**src/rtl/sddr_pkg.sv**
```systemverilog
`default_nettype none
// ============================================================================
// Module      : sddr_pkg
// Description : Shared SDRAM/DDR controller definitions. It holds the geometry
//               constants used by the controller and its port arbiter, the
//               derived address/line widths, and the arbiter state encoding.
// Contents    : SDDR_BANK_BITS, SDDR_ROW_BITS, SDDR_COL_BITS, SDDR_DATA_BITS,
//               SDDR_BURST_LENGTH, SDDR_ADDRESS_BITS, SDDR_LINE_BITS,
//               arb_state_t
// Revision    : 1.0 - initial release
// ============================================================================
package sddr_pkg;

    // Device geometry defaults, shared with the controller.
    localparam int SDDR_BANK_BITS    = 3;
    localparam int SDDR_ROW_BITS     = 13;
    localparam int SDDR_COL_BITS     = 10;
    localparam int SDDR_DATA_BITS    = 16;
    localparam int SDDR_BURST_LENGTH = 8;

    // Byte address: bank + row + column + byte-select bits within one beat.
    localparam int SDDR_ADDRESS_BITS = SDDR_BANK_BITS + SDDR_ROW_BITS
                                     + SDDR_COL_BITS + $clog2(SDDR_DATA_BITS / 8);

    // One full burst is moved as a single line.
    localparam int SDDR_LINE_BITS    = SDDR_BURST_LENGTH * SDDR_DATA_BITS;

    // Port arbiter states.
    typedef enum logic [1:0] {
        IDLE     = 2'd0,
        ISSUE    = 2'd1,
        WAIT_RSP = 2'd2
    } arb_state_t;

endpackage : sddr_pkg
`default_nettype wire

```
**src/rtl/sddr_rr_picker.sv**
```systemverilog
`default_nettype none
// ============================================================================
// Module      : sddr_rr_picker
// Description : Combinational round-robin priority encoder. Searches the
//               request vector upward starting one position after the
//               pointer (wrapping) and returns the first requester found.
// Ports       : req       in  NUM_PORTS  request vector
//               ptr       in  PTR_BITS   last granted index
//               winner    out PTR_BITS   selected index (ptr when none)
//               any_valid out 1          at least one request present
// Revision    : 1.0 - initial release
// ============================================================================
module sddr_rr_picker #(
    parameter int NUM_PORTS = 3,
    parameter int PTR_BITS  = $clog2(NUM_PORTS)
) (
    input  logic [NUM_PORTS-1:0] req,
    input  logic [PTR_BITS-1:0]  ptr,
    output logic [PTR_BITS-1:0]  winner,
    output logic                 any_valid
);

    logic [PTR_BITS-1:0] w_idx;

    // The loop walks from the farthest candidate (ptr itself) down to the
    // nearest (ptr+1); the last match written therefore is the closest one
    // after the pointer, which gives round-robin priority without a
    // "found" flag or an early exit.
    always_comb begin
        winner    = ptr;
        any_valid = 1'b0;
        w_idx     = '0;
        for (int i = NUM_PORTS; i >= 1; i--) begin
            w_idx = PTR_BITS'((int'(ptr) + i) % NUM_PORTS);
            if (req[w_idx]) begin
                winner    = w_idx;
                any_valid = 1'b1;
            end
        end
    end

endmodule : sddr_rr_picker
`default_nettype wire

```
**src/rtl/sddr_port_arbiter.sv**
```systemverilog
`default_nettype none
// ============================================================================
// Module      : sddr_port_arbiter
// Description : Shares the DDR controller's single data command interface
//               between NUM_PORTS requesters. One port is granted at a time in
//               round-robin order; its command is forwarded downstream. A
//               read keeps the grant until its data returns, which is then
//               routed back to the owning port. A watchdog abandons reads
//               whose response never arrives and raises a sticky error.
// Ports       : cpu_clock_i        in   1                 clock
//               reset_n_i          in   1                 async active-low reset
//               req_valid_i        in   NUM_PORTS         per-port request valid
//               req_write_i        in   NUM_PORTS         per-port 1=write 0=read
//               req_address_i      in   NUM_PORTS*ADDR    per-port byte address
//               req_data_i         in   NUM_PORTS*LINE    per-port write payload
//               req_ack_o          out  NUM_PORTS         command accepted pulse
//               rsp_ready_o        out  NUM_PORTS         read data valid pulse
//               rsp_data_o         out  LINE              shared read data
//               data_cmd_valid_o   out  1                 downstream command valid
//               data_cmd_write_o   out  1                 downstream write flag
//               data_cmd_address_o out  ADDR              downstream address
//               data_cmd_data_o    out  LINE              downstream payload
//               data_cmd_ack_i     in   1                 downstream accept
//               data_rsp_ready_i   in   1                 downstream read data valid
//               data_rsp_data_i    in   LINE              downstream read data
//               grant_o            out  clog2(NUM_PORTS)  current/last grant
//               timeout_err_o      out  1                 sticky read timeout flag
// Revision    : 1.0 - initial release
// ============================================================================
module sddr_port_arbiter
    import sddr_pkg::*;
#(
    parameter int NUM_PORTS    = 3,
    parameter int ADDRESS_BITS = SDDR_ADDRESS_BITS,
    parameter int LINE_BITS    = SDDR_LINE_BITS,
    parameter int RSP_TIMEOUT  = 1023
) (
    input  logic                              cpu_clock_i,
    input  logic                              reset_n_i,
    input  logic [NUM_PORTS-1:0]              req_valid_i,
    input  logic [NUM_PORTS-1:0]              req_write_i,
    input  logic [NUM_PORTS*ADDRESS_BITS-1:0] req_address_i,
    input  logic [NUM_PORTS*LINE_BITS-1:0]    req_data_i,
    output logic [NUM_PORTS-1:0]              req_ack_o,
    output logic [NUM_PORTS-1:0]              rsp_ready_o,
    output logic [LINE_BITS-1:0]              rsp_data_o,
    output logic                              data_cmd_valid_o,
    output logic                              data_cmd_write_o,
    output logic [ADDRESS_BITS-1:0]           data_cmd_address_o,
    output logic [LINE_BITS-1:0]              data_cmd_data_o,
    input  logic                              data_cmd_ack_i,
    input  logic                              data_rsp_ready_i,
    input  logic [LINE_BITS-1:0]              data_rsp_data_i,
    output logic [$clog2(NUM_PORTS)-1:0]      grant_o,
    output logic                              timeout_err_o
);

    localparam int c_PTR_BITS = $clog2(NUM_PORTS);
    // A zero timeout disables the watchdog; keep a 1-bit counter so the
    // vector stays legal in that configuration.
    localparam int c_WD_BITS  = (RSP_TIMEOUT > 0) ? $clog2(RSP_TIMEOUT + 1) : 1;
    localparam logic [c_WD_BITS-1:0] c_WD_LIMIT  = c_WD_BITS'(RSP_TIMEOUT);
    localparam bit                   c_WD_ENABLE = (RSP_TIMEOUT != 0);

    // ------------------------------------------------------------------
    // Registers and their next-state values
    // ------------------------------------------------------------------
    arb_state_t               r_state;
    arb_state_t               w_state_next;
    logic [c_PTR_BITS-1:0]    r_grant;
    logic [c_PTR_BITS-1:0]    w_grant_next;
    logic [c_PTR_BITS-1:0]    r_ptr;
    logic [c_PTR_BITS-1:0]    w_ptr_next;
    logic                     r_started;
    logic [c_WD_BITS-1:0]     r_wd;
    logic [c_WD_BITS-1:0]     w_wd_next;
    logic [c_WD_BITS-1:0]     w_wd_inc;
    logic                     r_err;
    logic                     w_err_next;
    logic [NUM_PORTS-1:0]     r_rsp_ready;
    logic [NUM_PORTS-1:0]     w_rsp_ready_next;
    logic [LINE_BITS-1:0]     r_rsp_data;
    logic [LINE_BITS-1:0]     w_rsp_data_next;

    // ------------------------------------------------------------------
    // Per-port field views and the granted port's selection
    // ------------------------------------------------------------------
    logic [ADDRESS_BITS-1:0]  w_addr_arr [NUM_PORTS];
    logic [LINE_BITS-1:0]     w_data_arr [NUM_PORTS];

    generate
        for (genvar p = 0; p < NUM_PORTS; p++) begin : g_unpack
            assign w_addr_arr[p] = req_address_i[p*ADDRESS_BITS +: ADDRESS_BITS];
            assign w_data_arr[p] = req_data_i[p*LINE_BITS +: LINE_BITS];
        end
    endgenerate

    logic                     w_sel_valid;
    logic                     w_sel_write;
    logic [ADDRESS_BITS-1:0]  w_sel_addr;
    logic [LINE_BITS-1:0]     w_sel_data;

    assign w_sel_valid = req_valid_i[r_grant];
    assign w_sel_write = req_write_i[r_grant];
    assign w_sel_addr  = w_addr_arr[r_grant];
    assign w_sel_data  = w_data_arr[r_grant];

    // ------------------------------------------------------------------
    // Round-robin winner selection
    // ------------------------------------------------------------------
    logic [c_PTR_BITS-1:0]    w_pick;
    logic                     w_pick_any;

    sddr_rr_picker #(
        .NUM_PORTS (NUM_PORTS),
        .PTR_BITS  (c_PTR_BITS)
    ) u_picker (
        .req       (req_valid_i),
        .ptr       (r_ptr),
        .winner    (w_pick),
        .any_valid (w_pick_any)
    );

    // Saturating increment of the response watchdog.
    assign w_wd_inc = (r_wd == {c_WD_BITS{1'b1}}) ? r_wd : r_wd + c_WD_BITS'(1);

    // ------------------------------------------------------------------
    // State register
    // ------------------------------------------------------------------
    always_ff @(posedge cpu_clock_i or negedge reset_n_i) begin
        if (!reset_n_i) begin
            r_state     <= IDLE;
            r_grant     <= '0;
            r_ptr       <= c_PTR_BITS'(NUM_PORTS - 1);
            r_started   <= 1'b0;
            r_wd        <= '0;
            r_err       <= 1'b0;
            r_rsp_ready <= '0;
            r_rsp_data  <= '0;
        end else begin
            r_state     <= w_state_next;
            r_grant     <= w_grant_next;
            r_ptr       <= w_ptr_next;
            r_started   <= 1'b1;
            r_wd        <= w_wd_next;
            r_err       <= w_err_next;
            r_rsp_ready <= w_rsp_ready_next;
            r_rsp_data  <= w_rsp_data_next;
        end
    end

    // ------------------------------------------------------------------
    // Next-state and downstream command logic
    // ------------------------------------------------------------------
    always_comb begin
        w_state_next       = r_state;
        w_grant_next       = r_grant;
        w_ptr_next         = r_ptr;
        w_wd_next          = r_wd;
        w_err_next         = r_err;
        w_rsp_ready_next   = '0;
        w_rsp_data_next    = r_rsp_data;
        req_ack_o          = '0;
        data_cmd_valid_o   = 1'b0;
        data_cmd_write_o   = 1'b0;
        data_cmd_address_o = '0;
        data_cmd_data_o    = '0;

        case (r_state)
            IDLE: begin
                // r_started blocks a grant on the edge that follows reset
                // release, giving the requesters one clean cycle.
                if (r_started && w_pick_any) begin
                    w_grant_next = w_pick;
                    w_ptr_next   = w_pick;
                    w_state_next = ISSUE;
                end
            end

            ISSUE: begin
                if (!w_sel_valid) begin
                    // Requester withdrew before acceptance: drop the command.
                    w_state_next = IDLE;
                end else begin
                    data_cmd_valid_o   = 1'b1;
                    data_cmd_write_o   = w_sel_write;
                    data_cmd_address_o = w_sel_addr;
                    data_cmd_data_o    = w_sel_data;
                    if (data_cmd_ack_i) begin
                        req_ack_o[r_grant] = 1'b1;
                        if (w_sel_write) begin
                            w_state_next = IDLE;
                        end else begin
                            w_wd_next    = '0;
                            w_state_next = WAIT_RSP;
                        end
                    end
                end
            end

            WAIT_RSP: begin
                // A response arriving on the final watchdog cycle still wins.
                if (data_rsp_ready_i) begin
                    w_rsp_data_next           = data_rsp_data_i;
                    w_rsp_ready_next[r_grant] = 1'b1;
                    w_state_next              = IDLE;
                end else begin
                    w_wd_next = w_wd_inc;
                    if (c_WD_ENABLE && (w_wd_inc == c_WD_LIMIT)) begin
                        w_err_next   = 1'b1;
                        w_state_next = IDLE;
                    end
                end
            end

            default: begin
                w_state_next = IDLE;
            end
        endcase
    end

    // ------------------------------------------------------------------
    // Registered outputs
    // ------------------------------------------------------------------
    assign rsp_ready_o   = r_rsp_ready;
    assign rsp_data_o    = r_rsp_data;
    assign grant_o       = r_grant;
    assign timeout_err_o = r_err;

endmodule : sddr_port_arbiter
`default_nettype wire
```
**config.mk**
```make
export PLATFORM = sky130hd
export DESIGN_NAME = sddr_port_arbiter
export DESIGN_NICKNAME = d
export VERILOG_FILES = /design/src/rtl/sddr_pkg.sv /design/src/rtl/sddr_rr_picker.sv /design/src/rtl/sddr_port_arbiter.sv
export SDC_FILE = /design/constraint.sdc
export NUM_CORES = 1
export LEC_CHECK = 0
export BUFFER_PORTS_ARGS = -buffer_cell sky130_fd_sc_hd__buf_2
export CAP_MARGIN = 10
export CORE_AREA = 2 2 345 347
export CTS_BUF_LIST = sky130_fd_sc_hd__clkbuf_8
export DETAILED_ROUTE_END_ITERATION = 10
export DIE_AREA = 0 0 347 349
export HOLD_SLACK_MARGIN = 0.08
export MAX_ROUTING_LAYER = met4
export SLEW_MARGIN = 10
export SYNTH_ARGS = -nofsm -noshare
export SYNTH_HDL_FRONTEND = slang
export SYNTH_SLANG_ARGS = --single-unit
export TNS_END_PERCENT = 50
```
**constraint.sdc**
```tcl
create_clock -name cpu_clock_i -period 3.1 [get_ports cpu_clock_i]
set_clock_uncertainty 0.15 [all_clocks]
set_input_delay 0.155 -clock cpu_clock_i [delete_from_list [all_inputs] [get_ports cpu_clock_i]]
set_output_delay 0.155 -clock cpu_clock_i [all_outputs]
set_load 0.02 [all_outputs]
```
==> impl_metrics.tcl <==
set metrics [dict create \
    synth_top_area_cell "dfrtp_1" \
    failed_checks "negative setup slack" \
    grt_busiest_layer "met2" \
    vias_per_cell 3.529 \
    io_buffer_count 896 \
    die_x_um 347 \
    grt_max_degree 157 \
    synth_edf_count 0 \
    use_met2_pct 19.02 \
    grtUsageMet3_pct 4.529 \
    power_leakage_uw 0.009426 \
    synth_common_cells "nor2_1, a21oi_1, mux2i_1" \
    dp_hpwl_um 59340 \
    avgSynthCellArea_um2 8.791 \
    setup_violations 1 \
    path_common_cell "nor2_1" \
    required_ps 2790 \
    drive_above_1_share_pct 51.88 \
    clock_latency_ps 500 \
    route.final.wire_length_um 74130 \
    powerDensity_mw_per_mm2 771.7 \
    cts-htree-levels 4 \
    nNetsFinal 2720 \
    fmax_mhz 321.2 \
    timing.critical_path.slowest_stage_cell "dfrtp_4" \
    hold_viol_final 0 \
    fill_cells 13310 \
    dr_total_vias 13080 \
    yosys_register_bits 148 \
    sw_frac_of_total_pct 51.37 \
    cts_buffers 17 \
    ys_top_cells_by_area "dfrtp_1, mux2i_1, mux2_2, nor2_1, a21oi_1" \
    timing.final.crit_share_pct 100.4 \
    wl_per_cell_um 20.01 \
    initial_core_util_pct 8.398 \
    cts_sinks 148 \
    final.min_clock_period_ps 3113 \
    io_pins 897 \
    hold_path.class "in -> async" \
    synth_most_common_cell "nor2_1" \
    track_usage_pct 11.67 \
    rows 126 \
    seqPwrFrac_pct 23.3 \
    synth_async_sr_flop_share_pct 100.0 \
    synth_cells 1122 \
    gp_congestion 0.8682 \
    grt_pass1_wl_um 95700 \
    ys_seq_area_share_pct 37.56 \
    p_clk_share_pct 11.2 \
    fin_tns_setup_ps -13.44 \
    ys.flop_type "dfrtp_1" \
    antenna_found_initial 89 \
    worst_setup_path_start_kind "flip-flop" \
    power_frac_comb_pct 65.5 \
    drt-initial-drc-count 1178 \
    clkTransAtPathRegs_ps 90 \
    path_cells "buf_12 > buf_6 > mux2i_1 > nor2_1 > a21oi_1 > nor2_1 > buf_2" \
    cp_max_fo 88 \
    synth.top_cell.area_share_pct 37.30 \
    vdd_drop_max_mv 0.6549 \
    final_antenna_net_count 0 \
    rsz0062_at_grt "true" \
    grt.met1_usage_pct 13.38 \
    core_area_mm2 0.1175 \
    synth_fp_nets 1729 \
    grt.overflow.total 0 \
    crit_path_max_incr_delay_ps 460 \
    r2r_slack_ps 520 \
    p_sw_uw 7197 \
    relSlewSlack_pct 34.23 \
    slew_violations 0 \
    internal-power_uw 6814 \
    cts_tree "done" \
    fin_ws_ps -13.44 \
    syn_area_mm2 0.009863 \
    clockBufferDepth 2 \
    critPathCaptureType "output pin" \
    route.detailed.drc 0 \
    yosysWarnings 0 \
    worst_pin_slew_ps 986.6 \
    first_pass_iters 5 \
    root_buffer "clkbuf_8" \
    power.total_uw 14010 \
    dieArea_mm2 0.1211 \
    area_growth_pct 84.08 \
    grt_pass1_vias 12160 \
    post-place-ws_ps 329.1 \
    die_h_um 349 \
    drv_cap 0 \
    worstPathArrival_ps 2810 \
    criticalPathCategory "reg -> out" \
    synth_cell_type_count 50 \
    outcome "finished with violations" \
]
cell families (layout without fill, tap and decap cells):
kind of cell / count (synthesis) / count (layout) / synth area share, %
buffers and inverters: 103 / 1104 / 4.402
flip-flops: 148 / 148 / 37.56
AO/OA/AOI/OAI: 205 / 205 / 11.20
AND/OR/NAND/NOR: 372 / 375 / 15.27
multiplexers: 289 / 289 / 31.02
other: 1 / 44 / 0.03802
adder cells (fa/ha/maj): 4 / 4 / 0.5074
layout by cell type (no fill, tap or decap), types with 5 or more instances in the layout:
| master | instances |
|---|---|
| nand3_1 | 5 |
| nor2_1 | 325 |
| a21oi_1 | 167 |
| o21ai_0 | 10 |
| dlygate4sd3_1 | 135 |
| inv_8 | 5 |
| mux2_2 | 132 |
| buf_2 | 892 |
| buf_4 | 20 |
| diode_2 | 43 |
| inv_1 | 11 |
| nand2_1 | 10 |
| buf_6 | 6 |
| clkbuf_8 | 18 |
| dfrtp_1 | 145 |
| buf_12 | 6 |
| mux2i_1 | 156 |
flip-flops by register name, summed over array words and instances (netlist names):
signal / flops
r_ptr: 1
r_started: 1
rsp_ready_o: 3
timeout_err_o: 1
r_wd: 10
rsp_data_o: 128
grant_o: 2
r_state: 2
power by group through the flow:
| stage | logic (uW) | registers (uW) | clock network (uW) |
|---|---|---|---|
| final | 9180 | 3270 | 1570 |
| after global routing | 9790 | 3380 | 1710 |
| after CTS | 9110 | 3250 | 1620 |
| after detailed placement | 8760 | 3250 | 0 |
| after global placement | 8730 | 3200 | 0 |
| after floorplan | 4500 | 4140 | 0 |
final cells by class:
| type | instances | area (um^2) | share of cell area [%] |
|---|---|---|---|
| Antenna cell | 43 | 107.6 | 0.5927 |
| Multi-Input combinational cell | 874 | 5772 | 31.79 |
| Clock buffer | 17 | 234.0 | 1.289 |
| Sequential cell | 148 | 3712 | 20.45 |
| Inverter | 11 | 41.29 | 0.2274 |
| Timing Repair Buffer | 1061 | 6195 | 34.12 |
| Clock inverter | 15 | 172.7 | 0.9510 |
| Tap cell | 1536 | 1922 | 10.59 |
worst paths after layout:
check                               start                  end  cells after the start
hold reg to reg             timeout_err_o        timeout_err_o                      1
min in group cpu_clock_i   req_valid_i[0]             r_ptr[1]                      5
max in group asynchronous       reset_n_i       rsp_data_o[73]                      3
setup / recovery               grant_o[1]  data_cmd_data_o[35]                      7
setup reg to reg               grant_o[0]           grant_o[0]                      6
hold / removal                  reset_n_i       rsp_data_o[42]                      2
repair_timing:
item	4_1_cts	5_1_grt
pin swaps	2	0
hold endpoints to repair	291	0
gates cloned	2	1
resized for setup	7	8
hold buffers	135	0
setup buffers	2	0
endpoints found under the setup margin	139	59
layer usage:
layer	part of all wire [%]	vias to the layer above	routed length [um]
met3	9.3	159	6869
li1	-	5934	-
met5	0	-	0
met2	48	838	35220
met4	2.8	0	2061
met1	40	6144	29980
stage by stage:
step	cell area (um^2)	std cells	utilization [%]	hold slack, ps
after floorplan	9863	1122	-	-290.6
after global placement	16180	3490	13.78	39.05
after detailed placement	16180	3490	13.78	35.26
after CTS	18010	3661	15.33	82.25
after global routing	18140	3700	15.45	127.2
final	18160	3705	15.46	127.8
critical path, delay by kind of cell (launching register included):
family	cells	cell delay [ps]
buffers and inverters	3	880
flip-flops	1	460
AO/OA/AOI/OAI	1	380
multiplexers	1	210
AND/OR/NAND/NOR	2	170
Note: power is estimated with default switching activity, not from simulation.
